==> config.mk <==
export PLATFORM = sky130hd
export DESIGN_NAME = hack_rom_loader_flat
export DESIGN_NICKNAME = d
export VERILOG_FILES = /design/src/rtl/hack_rom_loader_if.sv /design/src/rtl/hack_rom_loader.sv /design/src/flat_wrapper.sv
export SDC_FILE = /design/constraint.sdc
export NUM_CORES = 1
export LEC_CHECK = 0
export ABC_AREA = 1
export BUFFER_PORTS_ARGS = -buffer_cell sky130_fd_sc_hd__buf_4
export CAP_MARGIN = 20
export CELL_PAD_IN_SITES_DETAIL_PLACEMENT = 1
export CELL_PAD_IN_SITES_GLOBAL_PLACEMENT = 2
export CORE_MARGIN = 5
export CORE_UTILIZATION = 34
export CTS_BUF_LIST = sky130_fd_sc_hd__clkbuf_8
export DETAILED_ROUTE_END_ITERATION = 10
export PLACE_DENSITY_LB_ADDON = 0.1
export SKIP_CTS_REPAIR_TIMING = 1
export SLEW_MARGIN = 20
export SYNTH_ARGS = -nofsm -noshare
export SYNTH_HDL_FRONTEND = slang
export SYNTH_SLANG_ARGS = --single-unit
==> constraint.sdc <==
create_clock -name clk -period 6.35 [get_ports clk]
set_input_delay 1.27 -clock clk [delete_from_list [all_inputs] [get_ports clk]]
set_output_delay 1.27 -clock clk [all_outputs]
set_load 0.01 [all_outputs]
==> src/rtl/hack_rom_loader_if.sv <==
// hack_rom_loader_if: byte-stream input and ROM write / status outputs of the HACK ROM loader.
// master: the loader itself. slave: the byte source and ROM / CPU side.
interface hack_rom_loader_if;
  logic [7:0]  rx_data;
  logic        rx_valid;
  logic [14:0] rom_addr;
  logic [15:0] rom_data;
  logic        rom_load;
  logic        cpu_rst;
  logic        busy;
  logic        done;
  logic        error;

  modport master (
    input  rx_data,
    input  rx_valid,
    output rom_addr,
    output rom_data,
    output rom_load,
    output cpu_rst,
    output busy,
    output done,
    output error
  );

  modport slave (
    output rx_data,
    output rx_valid,
    input  rom_addr,
    input  rom_data,
    input  rom_load,
    input  cpu_rst,
    input  busy,
    input  done,
    input  error
  );
endinterface

==> src/rtl/hack_rom_loader.sv <==
// hack_rom_loader: receives a framed HACK program from a UART byte stream and writes it into
// the instruction ROM, holding the CPU in reset while loading or after a failed load.
// Frame: HDR_BYTE, count high, count low, count words (high byte first), and, when the macro
// ROM_LOADER_CHECKSUM_EN is defined, a trailing checksum byte equal to the XOR of all data bytes.
// A frame stalls into the error state after TIMEOUT_CYCLES cycles without a byte.
module hack_rom_loader #(
  parameter int unsigned TIMEOUT_CYCLES = 5000000,
  parameter logic [7:0]  HDR_BYTE       = 8'hA5
) (
  input logic               clk,
  input logic               rst,
  hack_rom_loader_if.master bus
);

  localparam int unsigned TimerWidth = $clog2(TIMEOUT_CYCLES + 1);
  localparam logic [TimerWidth-1:0] TimerLast = TimerWidth'(TIMEOUT_CYCLES - 1);

  typedef enum logic [2:0] {
    StIdle,
    StLenHi,
    StLenLo,
    StDataHi,
    StDataLo,
    StDone,
    StError
`ifdef ROM_LOADER_CHECKSUM_EN
    , StCheck
`endif
  } state_e;

  state_e                state_q;
  logic [14:0]           count_q;
  logic [14:0]           addr_q;
  logic [7:0]            data_hi_q;
  logic [TimerWidth-1:0] timer_q;
`ifdef ROM_LOADER_CHECKSUM_EN
  logic [7:0]            csum_q;
`endif

  logic [14:0] rom_addr_q;
  logic [15:0] rom_data_q;
  logic        rom_load_q;
  logic        cpu_rst_q;
  logic        busy_q;
  logic        done_q;
  logic        error_q;

  // A frame is open in every state except the three resting states.
  logic in_frame;
  assign in_frame = (state_q != StIdle) && (state_q != StDone) && (state_q != StError);

  // Frame parser, inter-byte timer and registered ROM / status outputs.
  always_ff @(posedge clk or posedge rst) begin
    if (rst) begin
      state_q    <= StIdle;
      count_q    <= '0;
      addr_q     <= '0;
      data_hi_q  <= '0;
      timer_q    <= '0;
`ifdef ROM_LOADER_CHECKSUM_EN
      csum_q     <= '0;
`endif
      rom_addr_q <= '0;
      rom_data_q <= '0;
      rom_load_q <= 1'b0;
      cpu_rst_q  <= 1'b0;
      busy_q     <= 1'b0;
      done_q     <= 1'b0;
      error_q    <= 1'b0;
    end else begin
      rom_load_q <= 1'b0;
      if (!in_frame) begin
        timer_q <= '0;
        // Only a header byte opens a frame; anything else is line noise.
        if (bus.rx_valid && (bus.rx_data == HDR_BYTE)) begin
          state_q   <= StLenHi;
          busy_q    <= 1'b1;
          cpu_rst_q <= 1'b1;
          done_q    <= 1'b0;
          error_q   <= 1'b0;
        end
      end else if (timer_q == TimerLast) begin
        // Timeout wins over a byte arriving in the same cycle; that byte is dropped.
        timer_q   <= '0;
        state_q   <= StError;
        busy_q    <= 1'b0;
        error_q   <= 1'b1;
        cpu_rst_q <= 1'b1;
      end else if (!bus.rx_valid) begin
        timer_q <= timer_q + 1'b1;
      end else begin
        timer_q <= '0;
        case (state_q)
          StLenHi: begin
            // Counts above 32767 would need a 16th address bit.
            if (bus.rx_data[7]) begin
              state_q   <= StError;
              busy_q    <= 1'b0;
              error_q   <= 1'b1;
              cpu_rst_q <= 1'b1;
            end else begin
              count_q[14:8] <= bus.rx_data[6:0];
              state_q       <= StLenLo;
            end
          end
          StLenLo: begin
            count_q[7:0] <= bus.rx_data;
            addr_q       <= '0;
`ifdef ROM_LOADER_CHECKSUM_EN
            csum_q       <= '0;
`endif
            if ({count_q[14:8], bus.rx_data} == 15'd0) begin
`ifdef ROM_LOADER_CHECKSUM_EN
              state_q   <= StCheck;
`else
              state_q   <= StDone;
              busy_q    <= 1'b0;
              done_q    <= 1'b1;
              cpu_rst_q <= 1'b0;
`endif
            end else begin
              state_q <= StDataHi;
            end
          end
          StDataHi: begin
            data_hi_q <= bus.rx_data;
`ifdef ROM_LOADER_CHECKSUM_EN
            csum_q    <= csum_q ^ bus.rx_data;
`endif
            state_q   <= StDataLo;
          end
          StDataLo: begin
            // The write strobe lands in the cycle after the low byte; address/data then hold.
            rom_addr_q <= addr_q;
            rom_data_q <= {data_hi_q, bus.rx_data};
            rom_load_q <= 1'b1;
            addr_q     <= addr_q + 15'd1;
`ifdef ROM_LOADER_CHECKSUM_EN
            csum_q     <= csum_q ^ bus.rx_data;
`endif
            if (addr_q == (count_q - 15'd1)) begin
`ifdef ROM_LOADER_CHECKSUM_EN
              state_q   <= StCheck;
`else
              state_q   <= StDone;
              busy_q    <= 1'b0;
              done_q    <= 1'b1;
              cpu_rst_q <= 1'b0;
`endif
            end else begin
              state_q <= StDataHi;
            end
          end
`ifdef ROM_LOADER_CHECKSUM_EN
          StCheck: begin
            busy_q <= 1'b0;
            if (bus.rx_data == csum_q) begin
              state_q   <= StDone;
              done_q    <= 1'b1;
              cpu_rst_q <= 1'b0;
            end else begin
              state_q   <= StError;
              error_q   <= 1'b1;
              cpu_rst_q <= 1'b1;
            end
          end
`endif
          default: state_q <= StIdle;
        endcase
      end
    end
  end

  assign bus.rom_addr = rom_addr_q;
  assign bus.rom_data = rom_data_q;
  assign bus.rom_load = rom_load_q;
  assign bus.cpu_rst  = cpu_rst_q;
  assign bus.busy     = busy_q;
  assign bus.done     = done_q;
  assign bus.error    = error_q;

endmodule
==> src/flat_wrapper.sv <==
// flat-port wrapper written by rule: the top's interface ports become plain ports
module hack_rom_loader_flat 
#(
  parameter int unsigned TIMEOUT_CYCLES = 5000000,
  parameter logic [7:0]  HDR_BYTE       = 8'hA5
)
  (clk, rst, bus_rx_data, bus_rx_valid, bus_rom_addr, bus_rom_data, bus_rom_load, bus_cpu_rst, bus_busy, bus_done, bus_error);
  hack_rom_loader_if bus_i ();
  input logic clk;
  input logic rst;
  input wire logic [$bits(bus_i.rx_data)-1:0] bus_rx_data;
  input wire logic [$bits(bus_i.rx_valid)-1:0] bus_rx_valid;
  output wire logic [$bits(bus_i.rom_addr)-1:0] bus_rom_addr;
  output wire logic [$bits(bus_i.rom_data)-1:0] bus_rom_data;
  output wire logic [$bits(bus_i.rom_load)-1:0] bus_rom_load;
  output wire logic [$bits(bus_i.cpu_rst)-1:0] bus_cpu_rst;
  output wire logic [$bits(bus_i.busy)-1:0] bus_busy;
  output wire logic [$bits(bus_i.done)-1:0] bus_done;
  output wire logic [$bits(bus_i.error)-1:0] bus_error;
  assign bus_i.rx_data = bus_rx_data;
  assign bus_i.rx_valid = bus_rx_valid;
  assign bus_rom_addr = bus_i.rom_addr;
  assign bus_rom_data = bus_i.rom_data;
  assign bus_rom_load = bus_i.rom_load;
  assign bus_cpu_rst = bus_i.cpu_rst;
  assign bus_busy = bus_i.busy;
  assign bus_done = bus_i.done;
  assign bus_error = bus_i.error;
  hack_rom_loader #(.TIMEOUT_CYCLES(TIMEOUT_CYCLES), .HDR_BYTE(HDR_BYTE)) u_core (.clk(clk), .rst(rst), .bus(bus_i));
endmodule
==> impl_metrics.env, run 1 <==
export IMPL_nNetsFinal=724
export IMPL_yosys_top_cells_count="nand2_1 (173), dfrtp_1 (100), inv_1 (67), nor2_1 (60), o21ai_0 (51)"
export IMPL_finalMaxSlewViolations=0
export IMPL_drt_wl_total_um=15300
export IMPL_root_buffer="clkbuf_8"
export IMPL_vias=4457
export IMPL_cts_tree="built"
export IMPL_slew_headroom=0.4814
export IMPL_worstMarginPinSlew_ps=772.1
export IMPL_row_count=46
export IMPL_crit_family="buffers and inverters"
export IMPL_crit_buf_inv=4
export IMPL_crit_chain="buf_4 > inv_1 > nor2_1 > nand2_1 > buf_4 > inv_1 > nor2_1 > nor2_1"
export IMPL_hold_path_class="flip-flop to flip-flop"
export IMPL_status="complete, no violations"
export IMPL_cp_max_fo=31
export IMPL_vdd_drop_max_uv=142.5
export IMPL_yosys_area_top_type="dfrtp_1"
export IMPL_syn_inst=666
export IMPL_slowest_delay_ps=490
export IMPL_setup_viol=0
export IMPL_yosysWarnings=0
export IMPL_ant_nets=0
export IMPL_syn_cell_area_um2=5398
export IMPL_yosys_area_share_simple=0.3333
export IMPL_grt_pass1_wl_um=25590
export IMPL_grt_ovfl_total=0
export IMPL_first_iter_violations=261
export IMPL_antenna_found_initial=0
export IMPL_hold_viol=0
export IMPL_numPortBuffers=46
export IMPL_synth_enable_flop_cells=0
export IMPL_muxShareOfSynthArea=0
export IMPL_maxCapViolCount=0
export IMPL_crit_slowest_cell="nand2_1"
export IMPL_hold_ws_ps=467.1
export IMPL_yosys_area_top_type_share=0.4636
export IMPL_max_clock_freq_ghz=0.3545
export IMPL_p_leak_nw=2.833
export IMPL_drive_gt1_frac=0.1625
export IMPL_min_period_ps=2821
export IMPL_period_share=0.4443
export IMPL_clk_pin_slew_ps=100
export IMPL_multi_input_area_um2=2527
export IMPL_clock_latency_ps=380
export IMPL_synth_most_common_cell="nand2_1"
export IMPL_synth_seq_cells=100
export IMPL_coreArea_um2=15710
export IMPL_cp_data_arrival_time_ps=3070
export IMPL_path_class="input pin to flip-flop"
export IMPL_synth_top_family_by_area="simple AND/OR/NAND/NOR gates"
export IMPL_areaGrowthSynthToFinish_pct=13.86
export IMPL_worstSetupEndpointType="flip-flop"
export IMPL_grt_max_degree=53
export IMPL_ff_latch_area_um2=2502
export IMPL_worstSetupStartpointType="input pin"
export IMPL_synthTopCellsByArea="dfrtp_1 (46%), nand2_1 (12%), o21ai_0 (4.7%), inv_1 (4.7%), nor2_1 (4.2%)"
export IMPL_die_y_um=136
export IMPL_rsz0062_at_grt="false"
export IMPL_die_w_um=136
export IMPL_post_dp_hpwl_um=11790
export IMPL_async_flop_share=1.000
export IMPL_wl_per_cell_um=16.45
export IMPL_die_area_um2=18500
export IMPL_synth_seq_area_share=0.4636
export IMPL_drt_pass1_iterations=4
export IMPL_pin_count=47
export IMPL_critPathMostFrequentCell="nor2_1"
export IMPL_syn_area_per_cell_um2=8.105
export IMPL_synth_cell_types=38
export IMPL_postLayoutCoreUtil=0.3911
export IMPL_ys_flop_type="dfrtp_1"
export IMPL_synthAdderAreaFrac=0.006954
export IMPL_power_density_nw_per_um2=400.2
export IMPL_antenna_cells=0
export IMPL_post_route_drc_count=0
export IMPL_fin_skew_ps=16.93
export IMPL_initial_utilization=0.3435
export IMPL_place_congestion=0.8289
export IMPL_grt_pass1_vias=4699
export IMPL_synth_compound_area_frac=0.08090
export IMPL_grt_total_usage=0.1764
export IMPL_cts_max_level=3
export IMPL_synth_fp_nets=680
export IMPL_fillers=1951
export IMPL_numCtsBuffers=9
export IMPL_cts_sinks=100
export IMPL_synth_xor_area_share=0.04706
export IMPL_crit_required_ps=6600
export IMPL_tns_ps=0
export IMPL_clock_path_buffers=2
export IMPL_vias_per_cell=4.792
[path summary, 6_finish.rpt]
check	start	to	slack [ps]	depth (start not counted)
max	bus_rx_valid	u_core.bus.rom_addr[0]	3530	8
min	u_core.data_hi_q[0]	u_core.bus.rom_data[8]	470	2
max reg2reg	u_core.timer_q[0]	u_core.bus.rom_addr[0]	3620	9
min reg2reg	u_core.data_hi_q[0]	u_core.bus.rom_data[8]	470	2
max in group asynchronous	rst	u_core.bus.rom_addr[1]	4250	3
min in group asynchronous	rst	u_core.bus.rom_data[4]	960	2
[power breakdown]
part / switching, mW / internal, mW
combinational: 0.617 / 0.406
sequential: 0.182 / 0.831
clock: 0.230 / 0.193
[cells in the final DEF, fill, tap and decap left out, drive strengths merged, types with 3 or more instances in the layout]
cell and n:
a21oi 12, buf 48, clkbuf 10, dfrtp 100
ha 3, inv 77, nand2 184, nand3 43
nand3b 3, nand4 23, nor2 74, nor3 23
nor4 8, o21a 5, o21ai 58, o31ai 4
xnor2 13, xor2 16
[worst reg2reg max path, stage by stage, from the launching register on]
cell,delay (ps)
dfrtp_1,470
ha_1,240
nand3_2,140
nor2_1,160
nand4_1,170
nand2_1,540
buf_4,410
inv_1,280
nor2_1,150
nor2_1,50
[registers in the layout, indices dropped and copies added (netlist names)]
| name | cells |
|---|---|
| u_core.state_q | 3 |
| u_core.bus.done | 1 |
| u_core.bus.busy | 1 |
| u_core.bus.cpu_rst | 1 |
| u_core.bus.rom_data | 16 |
| u_core.timer_q | 23 |
| u_core.bus.rom_addr | 15 |
| u_core.bus.rom_load | 1 |
| u_core.data_hi_q | 8 |
| u_core.count_q | 15 |
| u_core.bus.error | 1 |
| u_core.addr_q | 15 |
[cell families after synthesis]
kind of cell	Yosys count
buf+inv	91
flops	100
fa+ha+maj	3
compound gates	81
xor+xnor	29
simple gates	362
[metrics by stage]
stage | worst slack (ps) | power, mW | cell area (um^2) | cells
finish | 3529 | 2.460 | 6146 | 930
floorplan | 2461 | 1.684 | 5398 | 666
global placement | 3200 | 2.035 | 5948 | 915
detailed placement | 3127 | 2.069 | 5948 | 915
CTS | 3528 | 2.506 | 6146 | 930
global route | 3319 | 2.680 | 6146 | 930
[per-layer routing]
metal	vias up	GRT usage	share of wire
met5	-	0	0
li1	2247	-	-
met1	2132	0.2582	0.51
met4	0	0.03975	0.0097
met3	9	0.03479	0.038
met2	69	0.2697	0.45
[layout make-up]
class,count,share of cell area
inverter,76,0.04682
clock buffer,10,0.02239
timing repair buffer,48,0.05863
tap,216,0.04397
sequential,100,0.4072
multi-input combinational,475,0.4112
clock inverter,5,0.009772
Note: power is estimated with default switching activity, not from simulation.
==> inputs of run 2 (changes only) <==
--- a/config.mk
+++ b/config.mk
@@ -5,7 +5,7 @@
 export SDC_FILE = /design/constraint.sdc
 export NUM_CORES = 1
 export LEC_CHECK = 0
-export ABC_AREA = 1
+export ABC_AREA = 0
 export BUFFER_PORTS_ARGS = -buffer_cell sky130_fd_sc_hd__buf_4
 export CAP_MARGIN = 20
 export CELL_PAD_IN_SITES_DETAIL_PLACEMENT = 1
==> constraint.sdc (replaced) <==
create_clock -name clk -period 2.75 [get_ports clk]
set_input_delay 0.55 -clock clk [delete_from_list [all_inputs] [get_ports clk]]
set_output_delay 0.55 -clock clk [all_outputs]
set_load 0.01 [all_outputs]
==> run 2 against run 1 <==
Via count decreased by 18%. Die area down 7.7%. Flip-flop and latch count stayed put. Count of clock-buffer cells in the layout stayed put. Core utilization rose by 2.0 points. Hold slack got worse by 190 ps. Final cell count down 24%. Global-route usage shrank 1.9 points. Total power increased by 120%. Cell area decreased by 3.4%. Sequential power rose by 120%. Clock skew barely moved.
==> impl_metrics.env, run 2 <==
export IMPL_place_area_um2=5667
export IMPL_fin_skew_ps=17.02
export IMPL_max_clock_freq_ghz=0.3744
export IMPL_status="complete, no violations"
export IMPL_maxCapViolCount=0
export IMPL_wl_met2_um=6149
export IMPL_die_w_um=130.6
export IMPL_vdd_drop_max_uv=486.6
export IMPL_rsz0062_at_grt="true"
export IMPL_place_congestion=0.7892
export IMPL_finalMaxSlewViolations=0
export IMPL_ys_flop_type="dfrtp_1"
export IMPL_vias=3657
export IMPL_areaGrowthSynthToFinish_pct=19.97
export IMPL_grt_max_degree=101
export IMPL_yosys_area_top_type_share=0.5057
export IMPL_min_period_ps=2671
export IMPL_setup_viol=0
export IMPL_crit_required_ps=3030
export IMPL_reg2regPathDepth=7
export IMPL_synth_seq_area_share=0.5057
export IMPL_r2r_start="u_core.count_q[0]"
export IMPL_yosys_top_cells_count="dfrtp_1 (100), mux2_2 (52), nor2_1 (51), xnor2_1 (27), nand2_1 (24)"
export IMPL_synthTopCellsByArea="dfrtp_1 (51%), mux2_2 (12%), xnor2_1 (4.8%), xor2_1 (3.9%), nor2_1 (3.9%)"
export IMPL_antenna_cells=0
export IMPL_yosys_area_top_type="dfrtp_1"
export IMPL_root_buffer="clkbuf_8"
export IMPL_post_route_drc_count=0
export IMPL_fillers=1591
export IMPL_final_common_cell="dfrtp_1"
export IMPL_syn_cell_area_um2=4948
export IMPL_vias_per_cell=5.143
export IMPL_drt_wl_total_um=12670
export IMPL_nNetsFinal=536
export IMPL_yosysWarnings=0
export IMPL_wl_per_cell_um=17.82
export IMPL_initial_utilization=0.3431
export IMPL_dpl_cell_count=693
export IMPL_worstMarginPinSlew_ps=582.3
export IMPL_worstSetupEndpointType="flip-flop"
export IMPL_post_dp_hpwl_um=9242
export IMPL_path_class="flip-flop to flip-flop"
export IMPL_pin_count=47
export IMPL_cts_max_level=3
export IMPL_tns_ps=0
export IMPL_drt_pass1_iterations=4
export IMPL_die_y_um=130.6
export IMPL_hold_viol=0
export IMPL_coreArea_um2=14420
export IMPL_synth_most_common_cell="dfrtp_1"
export IMPL_period_share=0.9712
export IMPL_clk_pin_slew_ps=110
export IMPL_ant_nets=0
export IMPL_clock_latency_ps=390
export IMPL_power_density_nw_per_um2=924.2
export IMPL_highest_layer="met4"
export IMPL_grt_pass1_vias=3906
export IMPL_rrSetupSlack_ps=80
export IMPL_mostFrequentLayoutCells="dfrtp_1 (100), buf_4 (74), mux2_2 (52)"
export IMPL_drive_gt1_frac=0.3055
export IMPL_wirelength_met1_um=6034
export IMPL_postLayoutCoreUtil=0.4116
export IMPL_die_area_um2=17070
export IMPL_cp_data_arrival_time_ps=2950
export IMPL_clock_path_buffers=2
export IMPL_hold_ws_ps=280.1
export IMPL_synth_cell_types=56
export IMPL_synth_fp_nets=469
export IMPL_worstSetupStartpointType="flip-flop"
export IMPL_numPortBuffers=46
export IMPL_grt_pass1_wl_um=20990
export IMPL_dp_slack_ps=87.57
export IMPL_final_cells=711
export IMPL_cts_tree="built"
export IMPL_p_total_mw=5.487
export IMPL_fin_area_um2=5937
export IMPL_async_flop_share=1.000
export IMPL_grt_ovfl_total=0
export IMPL_grt_total_usage=0.1578
export IMPL_antenna_found_initial=0
export IMPL_p_leak_nw=2.564
export IMPL_cts_sinks=100
export IMPL_first_iter_violations=150
export IMPL_synth_seq_cells=100
export IMPL_synth_enable_flop_cells=0
export IMPL_syn_area_per_cell_um2=10.88
export IMPL_hold_path_class="input pin to asynchronous set/reset pin"
export IMPL_r2r_end="u_core.bus.done"
export IMPL_wl_met3_um=329
export IMPL_regMostFlops="u_core.timer_q"
export IMPL_cp_max_fo=6
export IMPL_row_count=44
export IMPL_numCtsBuffers=9
export IMPL_slew_headroom=0.6082
export IMPL_layout_setup_ws_ps=79.16
export IMPL_largest_reg_flops=23
export IMPL_syn_inst=455
run 2: cell type report:
cell class | count | area [um^2] | area share
repair buffers | 75 | 575.6 | 0.09694
well taps | 184 | 230.2 | 0.03878
inverters | 10 | 41.29 | 0.006955
clock inverters | 6 | 61.31 | 0.01033
clock buffers | 10 | 137.6 | 0.02318
multi-input cells | 326 | 2389 | 0.4023
flip-flops and latches | 100 | 2502 | 0.4215
run 2: worst max-delay path, stage by stage, from the launching register on:
cell	delay (ps)
dfrtp_1	410
or4_4	620
o41ai_4	280
o41ai_2	140
a221oi_2	280
nand3_1	150
o41ai_2	340
mux2_1	340
run 2: report_power, final:
part	internal (mW)	total (mW)	leakage [nW]	switching, mW
logic	1.15	2.29	1.16	1.14
registers	1.86	2.23	1.31	0.375
clock network	0.383	0.965	0.101	0.582
run 2: logic make-up (layout without fill, tap and decap cells):
| group | Yosys count | count (layout) | share of synthesized area |
|---|---|---|---|
| compound gates | 62 | 62 | 0.08900 |
| xor+xnor | 49 | 49 | 0.08673 |
| fa+ha+maj | 3 | 3 | 0.007586 |
| buf+inv | 29 | 101 | 0.02427 |
| flops | 100 | 100 | 0.5057 |
| mux | 55 | 55 | 0.1247 |
| simple gates | 157 | 157 | 0.1621 |
run 2: worst max-delay path by stage:
stage	from	end	cells past startpoint
after global routing	u_core.count_q[0]	u_core.state_q[1]	8
after detailed placement	u_core.count_q[1]	u_core.bus.done	9
final	u_core.count_q[0]	u_core.bus.done	7
after CTS	u_core.count_q[1]	u_core.bus.done	9
after floorplan	u_core.count_q[0]	u_core.bus.done	8
after global placement	bus_rx_data[1]	u_core.bus.done	9
run 2: routing by layer:
| layer | track usage | up-vias |
|---|---|---|
| met3 | 0.03374 | 12 |
| met5 | 0 | - |
| li1 | - | 1756 |
| met1 | 0.2155 | 1851 |
| met2 | 0.2543 | 38 |
| met4 | 0.04416 | 0 |
==> inputs of run 3 (changes only) <==
--- a/config.mk
+++ b/config.mk
@@ -5,7 +5,6 @@
 export SDC_FILE = /design/constraint.sdc
 export NUM_CORES = 1
 export LEC_CHECK = 0
-export ABC_AREA = 0
 export BUFFER_PORTS_ARGS = -buffer_cell sky130_fd_sc_hd__buf_4
 export CAP_MARGIN = 20
 export CELL_PAD_IN_SITES_DETAIL_PLACEMENT = 1
==> constraint.sdc (replaced) <==
create_clock -name clk -period 2.6 [get_ports clk]
set_input_delay 0.52 -clock clk [delete_from_list [all_inputs] [get_ports clk]]
set_output_delay 0.52 -clock clk [all_outputs]
set_load 0.01 [all_outputs]
==> run 3 against run 2 <==
The run now ends with negative setup slack left. Critical path type unchanged. Via count up 2.6%. Non-clock buffer count is 17 higher. Largest power group unchanged. Critical path depth is the same. Sequential power increased by 5%. Clock power down 0.6%. Worst setup slack worse by 180 ps. First-iteration DRC count increased by 13%. Sequential share of layout area shrank 1.1 points. Clock skew is 5.8 ps lower.
==> impl_metrics.env, run 3 (same netlist as run 2, synthesis figures left out) <==
export IMPL_grt_total_usage=0.1617
export IMPL_power_switching_mw=2.194
export IMPL_clkPwrFrac=0.164
export IMPL_use_met3=0.04228
export IMPL_grt_pass1_wl_um=21400
export IMPL_internal_power_mw=3.648
export IMPL_worstSetupEndpointType="flip-flop"
export IMPL_drt_pass1_iterations=4
export IMPL_largest_reg_flops=23
export IMPL_hold_viol=0
export IMPL_root_buffer="clkbuf_8"
export IMPL_path_class="flip-flop to flip-flop"
export IMPL_maxCapViolCount=0
export IMPL_max_clock_freq_ghz=0.3708
export IMPL_p_leak_nw=2.662
export IMPL_grt_busiest_layer="met2"
export IMPL_drive_gt1_frac=0.3272
export IMPL_clk_pin_slew_ps=100
export IMPL_drt_wl_total_um=12820
export IMPL_areaGrowthSynthToFinish_pct=23.24
export IMPL_mostFrequentLayoutCells="dfrtp_1 (100), buf_4 (87), mux2_2 (52)"
export IMPL_final_common_cell="dfrtp_1"
export IMPL_cts_tree="built"
export IMPL_cts_sinks=100
export IMPL_layout_setup_ws_ps=-96.65
export IMPL_antenna_found_initial=0
export IMPL_nNetsFinal=553
export IMPL_worstSetupStartpointType="flip-flop"
export IMPL_status="finished, violations left"
export IMPL_die_y_um=130.6
export IMPL_numCtsBuffers=9
export IMPL_regMostFlops="u_core.timer_q"
export IMPL_worstMarginPinSlew_ps=589.6
export IMPL_fin_area_um2=6098
export IMPL_place_area_um2=5849
export IMPL_vias_per_cell=5.155
export IMPL_hold_ws_ps=98.51
export IMPL_reg2regPathDepth=7
export IMPL_slew_headroom=0.6033
export IMPL_initial_utilization=0.3431
export IMPL_cts_max_level=3
export IMPL_combPwrFrac=0.435
export IMPL_cp_max_fo=6
export IMPL_post_dp_hpwl_um=9660
export IMPL_clock_latency_ps=390
export IMPL_grt_max_degree=58
export IMPL_setup_viol=2
export IMPL_period_share=1.037
export IMPL_fillers=1601
export IMPL_vdd_drop_max_uv=450.3
export IMPL_ant_nets=0
export IMPL_cp_data_arrival_time_ps=2970
export IMPL_fin_skew_ps=11.24
export IMPL_coreArea_um2=14420
export IMPL_final_cells=728
export IMPL_crit_required_ps=2870
export IMPL_clock_path_buffers=2
export IMPL_grt_use_met1=0.2205
export IMPL_finalMaxSlewViolations=0
export IMPL_power_density_nw_per_um2=958.1
export IMPL_violations="negative setup slack"
export IMPL_grtUsageMet2=0.2558
export IMPL_grt_pass1_vias=4073
export IMPL_antenna_cells=0
export IMPL_grt_ovfl_total=0
export IMPL_rsz0062_at_grt="true"
export IMPL_swShare=0.3756
export IMPL_first_iter_violations=170
export IMPL_pwr_share_seq=0.401
export IMPL_post_route_drc_count=0
export IMPL_wl_per_cell_um=17.61
export IMPL_pin_count=47
export IMPL_dpl_cell_count=710
export IMPL_vias=3753
export IMPL_place_congestion=0.8467
export IMPL_hold_path_class="input pin to asynchronous set/reset pin"
export IMPL_min_period_ps=2697
export IMPL_numPortBuffers=46
export IMPL_row_count=44
export IMPL_die_area_um2=17070
export IMPL_die_w_um=130.6
[run 3: metrics by stage]
| step | utilization | power, mW | worst slack, ps | setup TNS (ps) |
|---|---|---|---|---|
| 2_1_floorplan | - | 3.792 | 3.399 | 0 |
| 3_3_place_gp | 0.4055 | 4.819 | 23.02 | 0 |
| 3_5_place_dp | 0.4055 | 4.872 | -69.10 | -78.77 |
| 4_1_cts | 0.4179 | 5.863 | -68.50 | -108.3 |
| 5_1_grt | 0.4228 | 6.277 | -259.3 | -552.0 |
| 6_report | 0.4228 | 5.843 | -96.65 | -126.5 |
[run 3: final timing paths]
path | start | to | slack [ps]
setup reg to reg | u_core.count_q[0] | u_core.bus.done | -100
max in group asynchronous | rst | u_core.bus.rom_load | 1910
setup / recovery | u_core.count_q[0] | u_core.bus.done | -100
hold / removal | rst | u_core.addr_q[0] | 100
hold reg to reg | u_core.timer_q[0] | u_core.timer_q[0] | 500
min in group clk | bus_rx_valid | u_core.state_q[1] | 410
[run 3: per-layer routing]
layer  up-vias  share of wire
met4         0          0.012
met2        40           0.48
met3        12          0.026
met1      1917           0.48
li1       1784              -
met5         -              0
[run 3: worst max-delay path, stage by stage, from the launching register on]
cell and delay [ps]:
dfrtp_1 410, or4_4 610, o41ai_4 280, o41ai_2 140, a221oi_2 290, nand3_1 150, o41ai_2 350, mux2_1 360
[run 3: area by class of cell]
type,count,area [um^2],area share
Sequential cell,100,2502,0.4103
Multi-Input combinational cell,326,2392,0.3923
Timing Repair Buffer,92,753.2,0.1235
Tap cell,184,230.2,0.03775
Clock buffer,9,123.9,0.02031
Clock inverter,7,55.05,0.009027
Inverter,10,41.29,0.006771
[run 3: power by group through the flow]
stage          Sequential, mW  Combinational, mW  Clock [mW]
3_3_place_gp             2.35               2.47           0
2_1_floorplan            2.34               1.45           0
5_1_grt                  2.40               2.80        1.07
3_5_place_dp             2.38               2.50           0
6_report                 2.34               2.54       0.959
4_1_cts                  2.35               2.51        1.01
